[src/rtl/if_prefetch.sv]
// Instruction fetch unit: icache lookup or multi-beat memory fill,
// buffered through a prefetch FIFO toward IF/ID.
module if_prefetch #(
  parameter int unsigned FIFO_DEPTH = 4,
  parameter int unsigned BUS_BYTES  = 1,
  parameter logic [31:0] RESET_PC   = 32'h0
) (
  input  logic                     clk,
  input  logic                     rst_n,
  output logic                     mem_req,
  output logic [31:0]              mem_addr,
  input  logic                     mem_gnt,
  input  logic                     mem_rvalid,
  input  logic [8*BUS_BYTES-1:0]   mem_rdata,
  output logic [31:0]              icache_raddr,
  input  logic                     icache_hit,
  input  logic [31:0]              icache_rdata,
  output logic                     icache_we,
  output logic [31:0]              icache_waddr,
  output logic [31:0]              icache_wdata,
  input  logic                     branch_en,
  input  logic [31:0]              branch_addr,
  output logic                     out_valid,
  input  logic                     out_ready,
  output logic [31:0]              out_pc,
  output logic [31:0]              out_inst
);
  localparam int unsigned NB = 4 / BUS_BYTES;
  localparam int unsigned BW = 8 * BUS_BYTES;
  localparam int unsigned AW = $clog2(FIFO_DEPTH);

  typedef enum logic [1:0] {LOOKUP, REQ, WAIT, DRAIN} state_t;

  state_t        state_q, state_d;
  logic [31:0]   pc_q, pc_d;
  logic [1:0]    beat_q, beat_d;
  logic [31:0]   asm_q, asm_d;
  logic [4:0]    boff;
  logic [31:0]   fifo_pc   [FIFO_DEPTH];
  logic [31:0]   fifo_inst [FIFO_DEPTH];
  logic [AW-1:0] wptr_q, rptr_q;
  logic [AW:0]   cnt_q;
  logic          push, pop, flush, room, empty, full, fill_d;
  logic [31:0]   push_inst;

  always_comb begin
    empty        = (cnt_q == '0);
    full         = (cnt_q == (AW+1)'(FIFO_DEPTH));
    out_valid    = !empty && !branch_en;
    pop          = out_valid && out_ready;
    room         = !full || pop;
    out_pc       = fifo_pc[rptr_q];
    out_inst     = fifo_inst[rptr_q];
    icache_raddr = pc_q;
    mem_req      = (state_q == REQ);
    mem_addr     = mem_req ? pc_q + 32'(beat_q) * 32'(BUS_BYTES) : '0;
    boff         = 5'(32'(beat_q) * BW);
  end

  always_comb begin
    state_d   = state_q;
    pc_d      = pc_q;
    beat_d    = beat_q;
    asm_d     = asm_q;
    push      = 1'b0;
    fill_d    = 1'b0;
    push_inst = icache_rdata;
    flush     = branch_en;
    unique case (state_q)
      LOOKUP: begin
        if (room) begin
          if (icache_hit) begin
            push = 1'b1;
            pc_d = pc_q + 32'd4;
          end else begin
            beat_d  = '0;
            state_d = REQ;
          end
        end
      end
      REQ: if (mem_gnt) state_d = WAIT;
      WAIT: begin
        if (mem_rvalid) begin
          asm_d[boff +: BW] = mem_rdata;
          if (beat_q == 2'(NB - 1)) begin
            push      = 1'b1;
            fill_d    = 1'b1;
            push_inst = asm_d;
            pc_d      = pc_q + 32'd4;
            state_d   = LOOKUP;
          end else begin
            beat_d  = beat_q + 2'd1;
            state_d = REQ;
          end
        end
      end
      DRAIN: if (mem_rvalid) state_d = LOOKUP;
      default: state_d = LOOKUP;
    endcase
    // Redirect wins; a granted or pending beat must still be absorbed
    if (branch_en) begin
      push   = 1'b0;
      fill_d = 1'b0;
      pc_d   = branch_addr & 32'hFFFF_FFFC;
      beat_d = '0;
      unique case (state_q)
        REQ:     state_d = mem_gnt ? DRAIN : LOOKUP;
        WAIT:    state_d = mem_rvalid ? LOOKUP : DRAIN;
        DRAIN:   state_d = mem_rvalid ? LOOKUP : DRAIN;
        default: state_d = LOOKUP;
      endcase
    end
  end

  always_ff @(posedge clk or negedge rst_n) begin
    if (!rst_n) begin
      state_q      <= LOOKUP;
      pc_q         <= RESET_PC;
      beat_q       <= '0;
      asm_q        <= '0;
      wptr_q       <= '0;
      rptr_q       <= '0;
      cnt_q        <= '0;
      icache_we    <= 1'b0;
      icache_waddr <= '0;
      icache_wdata <= '0;
    end else begin
      state_q   <= state_d;
      pc_q      <= pc_d;
      beat_q    <= beat_d;
      asm_q     <= asm_d;
      icache_we <= fill_d;
      if (fill_d) begin
        icache_waddr <= pc_q;
        icache_wdata <= push_inst;
      end
      if (flush) begin
        wptr_q <= '0;
        rptr_q <= '0;
        cnt_q  <= '0;
      end else begin
        if (push) wptr_q <= wptr_q + AW'(1);
        if (pop)  rptr_q <= rptr_q + AW'(1);
        cnt_q <= cnt_q + (AW+1)'(push) - (AW+1)'(pop);
      end
    end
  end

  always_ff @(posedge clk) begin
    if (push) begin
      fifo_pc[wptr_q]   <= pc_q;
      fifo_inst[wptr_q] <= push_inst;
    end
  end
endmodule

[config.mk]
export PLATFORM = sky130hd
export DESIGN_NAME = if_prefetch
export DESIGN_NICKNAME = d
export VERILOG_FILES = /design/src/rtl/if_prefetch.sv
export SDC_FILE = /design/constraint.sdc
export NUM_CORES = 1
export LEC_CHECK = 0
export CAP_MARGIN = 30
export CORE_MARGIN = 2
export CORE_UTILIZATION = 48
export DETAILED_ROUTE_END_ITERATION = 8
export GPL_ROUTABILITY_DRIVEN = 0
export PLACE_DENSITY = 0.74
export SLEW_MARGIN = 20
export SYNTH_ARGS = -nofsm -noshare
export SYNTH_HDL_FRONTEND = slang
export SYNTH_SLANG_ARGS = --single-unit
[constraint.sdc]
create_clock -name clk -period 3.3 [get_ports clk]
set_clock_uncertainty 0.05 [all_clocks]
set_input_delay 0.66 -clock clk [delete_from_list [all_inputs] [get_ports clk]]
set_output_delay 0.66 -clock clk [all_outputs]
set_load 0.01 [all_outputs]
Word-level counts from Yosys, hierarchy flattened
Memory sizes are Yosys's and may differ from the RTL's.
Index checks and enable logic that the tools add are counted.

storage, ports and cells
  memory bits (writable) = 256
  input port bits = 79
  memories = 2
  output and inout bits = 195
  flip-flop bits (word level) = 140

operators by class
  equal/unequal tests = 13
  shifts and indexed selects = 2
  reductions and logical operators = 16
  add/subtract/negate cells = 8
  muxes and demuxes = 43

memories
  memory     depth  bits a word  rd ports  clocked after Yosys merged registers in  wr ports  RTL line  source
  fifo_inst  4      32           1         0                                        1         40        logic [31:0] fifo_inst [FIFO_DEPTH];
  fifo_pc    4      32           1         0                                        1         39        logic [31:0] fifo_pc [FIFO_DEPTH];

operators by type and width
  kind                    count
  $mux 32                 9
  $pmux 32 s2             1
  $mux 2                  17
  $add 32x2->32           1
  $add 32x3->32 const B   1
  $bwmux 32               1
  $shift 8x7->32 const A  1
  $shiftx 8x7->32         1
  $ne 3x3->1 const B      7
  $reduce_and 5->1        3
  $mux 1                  10
  $pmux 2 s2              2
  $pmux 2 s4              1
  $neg 5->7               1
  $add 2x1->2 const B     3
  $eq 2x2->1 const B      3
  $reduce_bool 2->1       2
  $add 3x1->3             1
  $eq 3x3->1 const B      1
  $logic_not 1->1         3
  $logic_not 3->1         1
  $mux 3                  1
  $ne 3x1->1 const B      1
  $reduce_bool 3->1       1
  8 further kinds         9

Longest topological paths before layout
  depth in word-level cells = 11
  mapped depth = 13

Worst setup path before layout
Ideal clock, no wire load.

  path type = input to register
  start point = input branch_en
  end point = memory fifo_inst[0][0], enable pin
  data arrival time = 3.077 ns
  buffers on the path = 1
  cell stages on the path = 6
  data required time = 2.823 ns
  library setup time = 0.427 ns
  path slack = -0.253 ns
  cell sequence = clkbuf_1 nor2b_1 o21a_1 nor2_2 nor2_1 and2_1

on the way
  longest elaborated chain between the ends = 9

RTL lines
  element                           RTL line  source
  from (decl)                       21        input logic branch_en,
  $logic_not 1->1                   49        out_valid = !empty && !branch_en;
  $logic_and 1x1->1                 49
  $logic_and 1x1->1                 50        pop = out_valid && out_ready;
  $logic_or 1x1->1                  51        room = !full || pop;
  $mux 1                            71        if (room) begin
  $pmux 1 s2                        69        unique case (state_q)
  $mux 1 (*)                        101       if (branch_en) begin
  $mux 1 (*)                        150       if (push) begin
  $mux 1 (implied by the code) (*)  152       fifo_inst[wptr_q] <= push_inst;
  to (decl)                         40

Mark *: on every way between the ends. The rest lies on a longest branch, timed or not.

Worst setup path after layout
  start point = register rptr_q[0]
  end point = output out_pc[6]

on the way
  longest elaborated chain between the ends = 1

RTL lines
  element                 RTL line  source
  from (decl)             41        logic [AW-1:0] wptr_q, rptr_q;
  from (signal assigned)  143       if (pop) rptr_q <= rptr_q + AW'(1);
  $mem_v2 4x32            --
  to (decl)               25        output logic [31:0] out_pc,

No other way between the ends.

==> flow_summary.rst <==
.. list-table::
   :header-rows: 1

   * - Metric
     - Value
   * - Met3 usage in global routing
     - 4.477%
   * - Count leader, synth
     - sky130_fd_sc_hd__edfxtp_1
   * - Most common library cells after synthesis
     - 248 x sky130_fd_sc_hd__edfxtp_1, 159 x sky130_fd_sc_hd__nand2_1, 128 x sky130_fd_sc_hd__dfrtp_1
   * - Wire length of the first global-routing pass
     - 61040 µm
   * - FF-to-FF setup slack
     - 680 ps
   * - Critical path data required time
     - 2590 ps
   * - Post-DRT Antenna Nets
     - 0
   * - Final #Nets
     - 1441
   * - WL per Instance
     - 22.49 µm
   * - Number of distinct library cells after synthesis
     - 65
   * - Post-route minimum period
     - 3134 ps
   * - Cts bufs inserted
     - 40
   * - CP Data Arrival Time
     - 2420 ps
   * - Setup repair after global routing missed its margin
     - no
   * - Summed area of non-filler cells in the final layout
     - 20300 µm²
   * - Vias in the first global route
     - 10090
   * - Number of violations reported at the end of detailed-routing iteration 0
     - 761
   * - Worst-case reg-to-reg path depth
     - 6
   * - Number of hold-repair buffers added at the cts stage
     - 0
   * - Maximum number of pins on one net before global-route repair
     - 83
   * - Reg2reg end
     - icache_raddr[31]
   * - Die Wd
     - 184.0 µm
   * - Post-synth top area cell
     - sky130_fd_sc_hd__edfxtp_1
   * - CP Capture Type
     - primary output
   * - Critical Path Start
     - rptr_q[0]
   * - Number of synthesized flops with an enable pin
     - 248
   * - Flip-flop cell with the highest count after synthesis
     - sky130_fd_sc_hd__edfxtp_1
   * - Number of synthesized register bits
     - 376
   * - Critical path destination
     - out_pc[6]
   * - Clock latency of the later-clocked register in the worst-skew pair
     - 520 ps
   * - Met1 routing resource usage after global routing
     - 34.62%
   * - Antenna violations before repair
     - 4
   * - Post-synth top area share
     - 47.91%
   * - Number of buffer cells added on primary ports
     - 265
   * - Total negative slack
     - 0 ps
   * - Total routing resource utilization after global routing
     - 24.14%
   * - Mean area per synthesized cell
     - 14.53 µm²
   * - Max-slew headroom at the worst pin
     - 44.71%
   * - Startpoint of the worst-slack reg-to-reg timing path
     - beat_q[0]
   * - Achievable clock frequency
     - 319.0 MHz
   * - Fraction of the cycle the final worst path needs
     - 94.98%
   * - Overflow after GRT
     - 0
   * - Fraction of final layout cells with drive strength greater than 1
     - 14.43%
   * - Sequential-to-total area share from yosys stat
     - 68.52%
   * - Yosys warning count
     - 0
   * - Measured slew at the worst slew-check pin
     - 829.4 ps
   * - Hold Violations, Final
     - 0
   * - # IOs
     - 274
   * - Total die area
     - 33840 µm²
   * - Layout overhead on the synthesized area
     - 30.58%
   * - CTS tree
     - yes
   * - Result of the run
     - finished clean
   * - Area of placed instances
     - 18860 µm²
   * - Reported leakage power
     - 0.007490 µW
   * - CTS root buf
     - sky130_fd_sc_hd__clkbuf_16
   * - Global-route layer with the greatest usage
     - met2
   * - Total via count after detailed routing
     - 10100
   * - Startpoint Class
     - register
   * - Maximum vdd drop
     - 0.4132 mV
   * - Count of TritonRoute iterations in the first routing pass
     - 5
   * - H-Tree Depth
     - 2
   * - Cell types with the largest area share after synthesis
     - sky130_fd_sc_hd__edfxtp_1 48%, sky130_fd_sc_hd__dfrtp_1 21%, sky130_fd_sc_hd__mux4_2 9.0%
   * - Initial standard-cell utilization of the core
     - 49.01%
   * - DR vias/cell
     - 5.660
   * - Site Rows
     - 65
   * - Area of the mapped netlist
     - 15540 µm²
   * - Std-Cell Core Area
     - 31720 µm²
   * - Count of max-cap constraint violations
     - 0
   * - Total DRC errors in the routed layout
     - 0
   * - Cell area power density
     - 655.6 nW/µm²
   * - Pins over their slew limit
     - 0
   * - Tightest Hold Check Type
     - input port to asynchronous set/reset pin
   * - WS Path Type
     - register to primary output
   * - Final wirelength
     - 40140 µm
   * - Clock transition at the registers of the reported paths
     - 60 ps
   * - Met2 GRT Util
     - 38.13%
   * - Number of setup violations in the final report
     - 0
   * - Post-Synthesis Cells
     - 1070
   * - Die Span Y
     - 184.0 µm
   * - Deepest clock path buffer count
     - 3
   * - Post-DP HPWL
     - 25960 µm
   * - # clock sinks
     - 376
   * - Critical path fanouts, max
     - 19
   * - Share of synthesized flip-flops with an asynchronous set or reset
     - 34.04%
==> report_power, final <==
group          switching [µW]  internal, µW  leakage (µW)
Sequential                272          5390       0.00395
Combinational            1330          1570       0.00286
Clock                    1820          2920      0.000680
==> worst min path at each step <==
stage	from	to	cells past startpoint
2_1_floorplan	rst_n	asm_q[0]	0
3_3_place_gp	icache_waddr[21]	icache_waddr[21]	2
3_5_place_dp	icache_waddr[2]	icache_waddr[2]	2
4_1_cts	rst_n	icache_waddr[10]	1
5_1_grt	rst_n	icache_waddr[10]	1
6_report	rst_n	icache_waddr[13]	1
==> layout by cell type (no fill, tap or decap), types with 6 or more instances in the layout <==
| master | n |
|---|---|
| sky130_fd_sc_hd__clkdlybuf4s50_1 | 263 |
| sky130_fd_sc_hd__edfxtp_1 | 248 |
| sky130_fd_sc_hd__nand2_1 | 158 |
| sky130_fd_sc_hd__dfrtp_1 | 126 |
| sky130_fd_sc_hd__mux4_2 | 62 |
| sky130_fd_sc_hd__o21ai_0 | 57 |
| sky130_fd_sc_hd__a21oi_1 | 50 |
| sky130_fd_sc_hd__nor2_1 | 45 |
| sky130_fd_sc_hd__clkbuf_16 | 41 |
| sky130_fd_sc_hd__and2_1 | 35 |
| sky130_fd_sc_hd__a22o_1 | 32 |
| sky130_fd_sc_hd__buf_4 | 27 |
| sky130_fd_sc_hd__nor2b_1 | 26 |
| sky130_fd_sc_hd__xor2_1 | 17 |
| sky130_fd_sc_hd__nand3_1 | 16 |
| sky130_fd_sc_hd__inv_1 | 14 |
| sky130_fd_sc_hd__ha_1 | 12 |
| sky130_fd_sc_hd__buf_12 | 12 |
| sky130_fd_sc_hd__clkinv_2 | 10 |
| sky130_fd_sc_hd__a31oi_1 | 9 |
| sky130_fd_sc_hd__bufinv_16 | 8 |
| sky130_fd_sc_hd__xnor2_1 | 7 |
| sky130_fd_sc_hd__o2111ai_1 | 7 |
| sky130_fd_sc_hd__and3_1 | 6 |
| sky130_fd_sc_hd__conb_1 | 6 |
| sky130_fd_sc_hd__clkinvlp_4 | 6 |
==> stage by stage <==
step	setup WS, ps	instances	hold WS (ps)	utilization, %	total power, µW
finish	165.6	1785	156.1	63.99	13310
global route	84.42	1785	223.1	63.99	13830
CTS	77.69	1781	206.1	63.94	13400
detailed placement	221.0	1707	412.2	59.46	8649
global placement	244.1	1707	409.8	59.46	8602
floorplan	420.5	1075	314.4	-	7139
==> worst max-delay path: stages, from the launching register on <==
cell and delay, ps:
sky130_fd_sc_hd__dfrtp_4 580, sky130_fd_sc_hd__buf_12 250, sky130_fd_sc_hd__mux4_2 550, sky130_fd_sc_hd__clkdlybuf4s50_1 520
==> per-layer routing <==
metal | share of wire (%) | vias to the layer above
met5 | 0 | -
met4 | 2.2 | 0
met3 | 6.5 | 57
met2 | 48 | 378
met1 | 43 | 5154
li1 | - | 4514
==> sequential cells by signal (all words and copies together), names as in the netlist <==
register,cells
fifo_pc,120
wptr_q,2
beat_q,2
rptr_q,2
icache_waddr,30
icache_we,1
fifo_inst,128
asm_q,24
state_q,2
cnt_q,3
icache_raddr,30
icache_wdata,32
==> timing repair <==
action / in CTS / in global routing
resized for setup: 0 / 1
buffers inserted: 2 / 0
cloned: 0 / 0
setup endpoints to repair: 15 / 24
==> cell type report <==
cell class	count	area [µm²]
Antenna cell	4	10.01
Timing Repair Buffer	304	3092
Sequential cell	376	10660
Tap cell	402	503.0
Clock inverter	29	364.1
Clock buffer	43	1044
Multi-Input combinational cell	612	4571
Inverter	15	56.30
Fill cell	2329	11420
==> cells by family (layout without fill, tap and decap cells) <==
family	after synthesis	count (layout)	share of synthesized area (%)
DFF	376	376	68.52
xor gates and xnor gates	24	24	1.352
adders and majority gates	13	13	1.095
muxes	67	67	9.329
buffers and inverters	87	391	2.463
AOI/OAI and AO/OA	172	172	6.971
and+or+nand+nor	330	330	10.25
other	1	10	0.02413
Power figures use the tool's default switching activity.
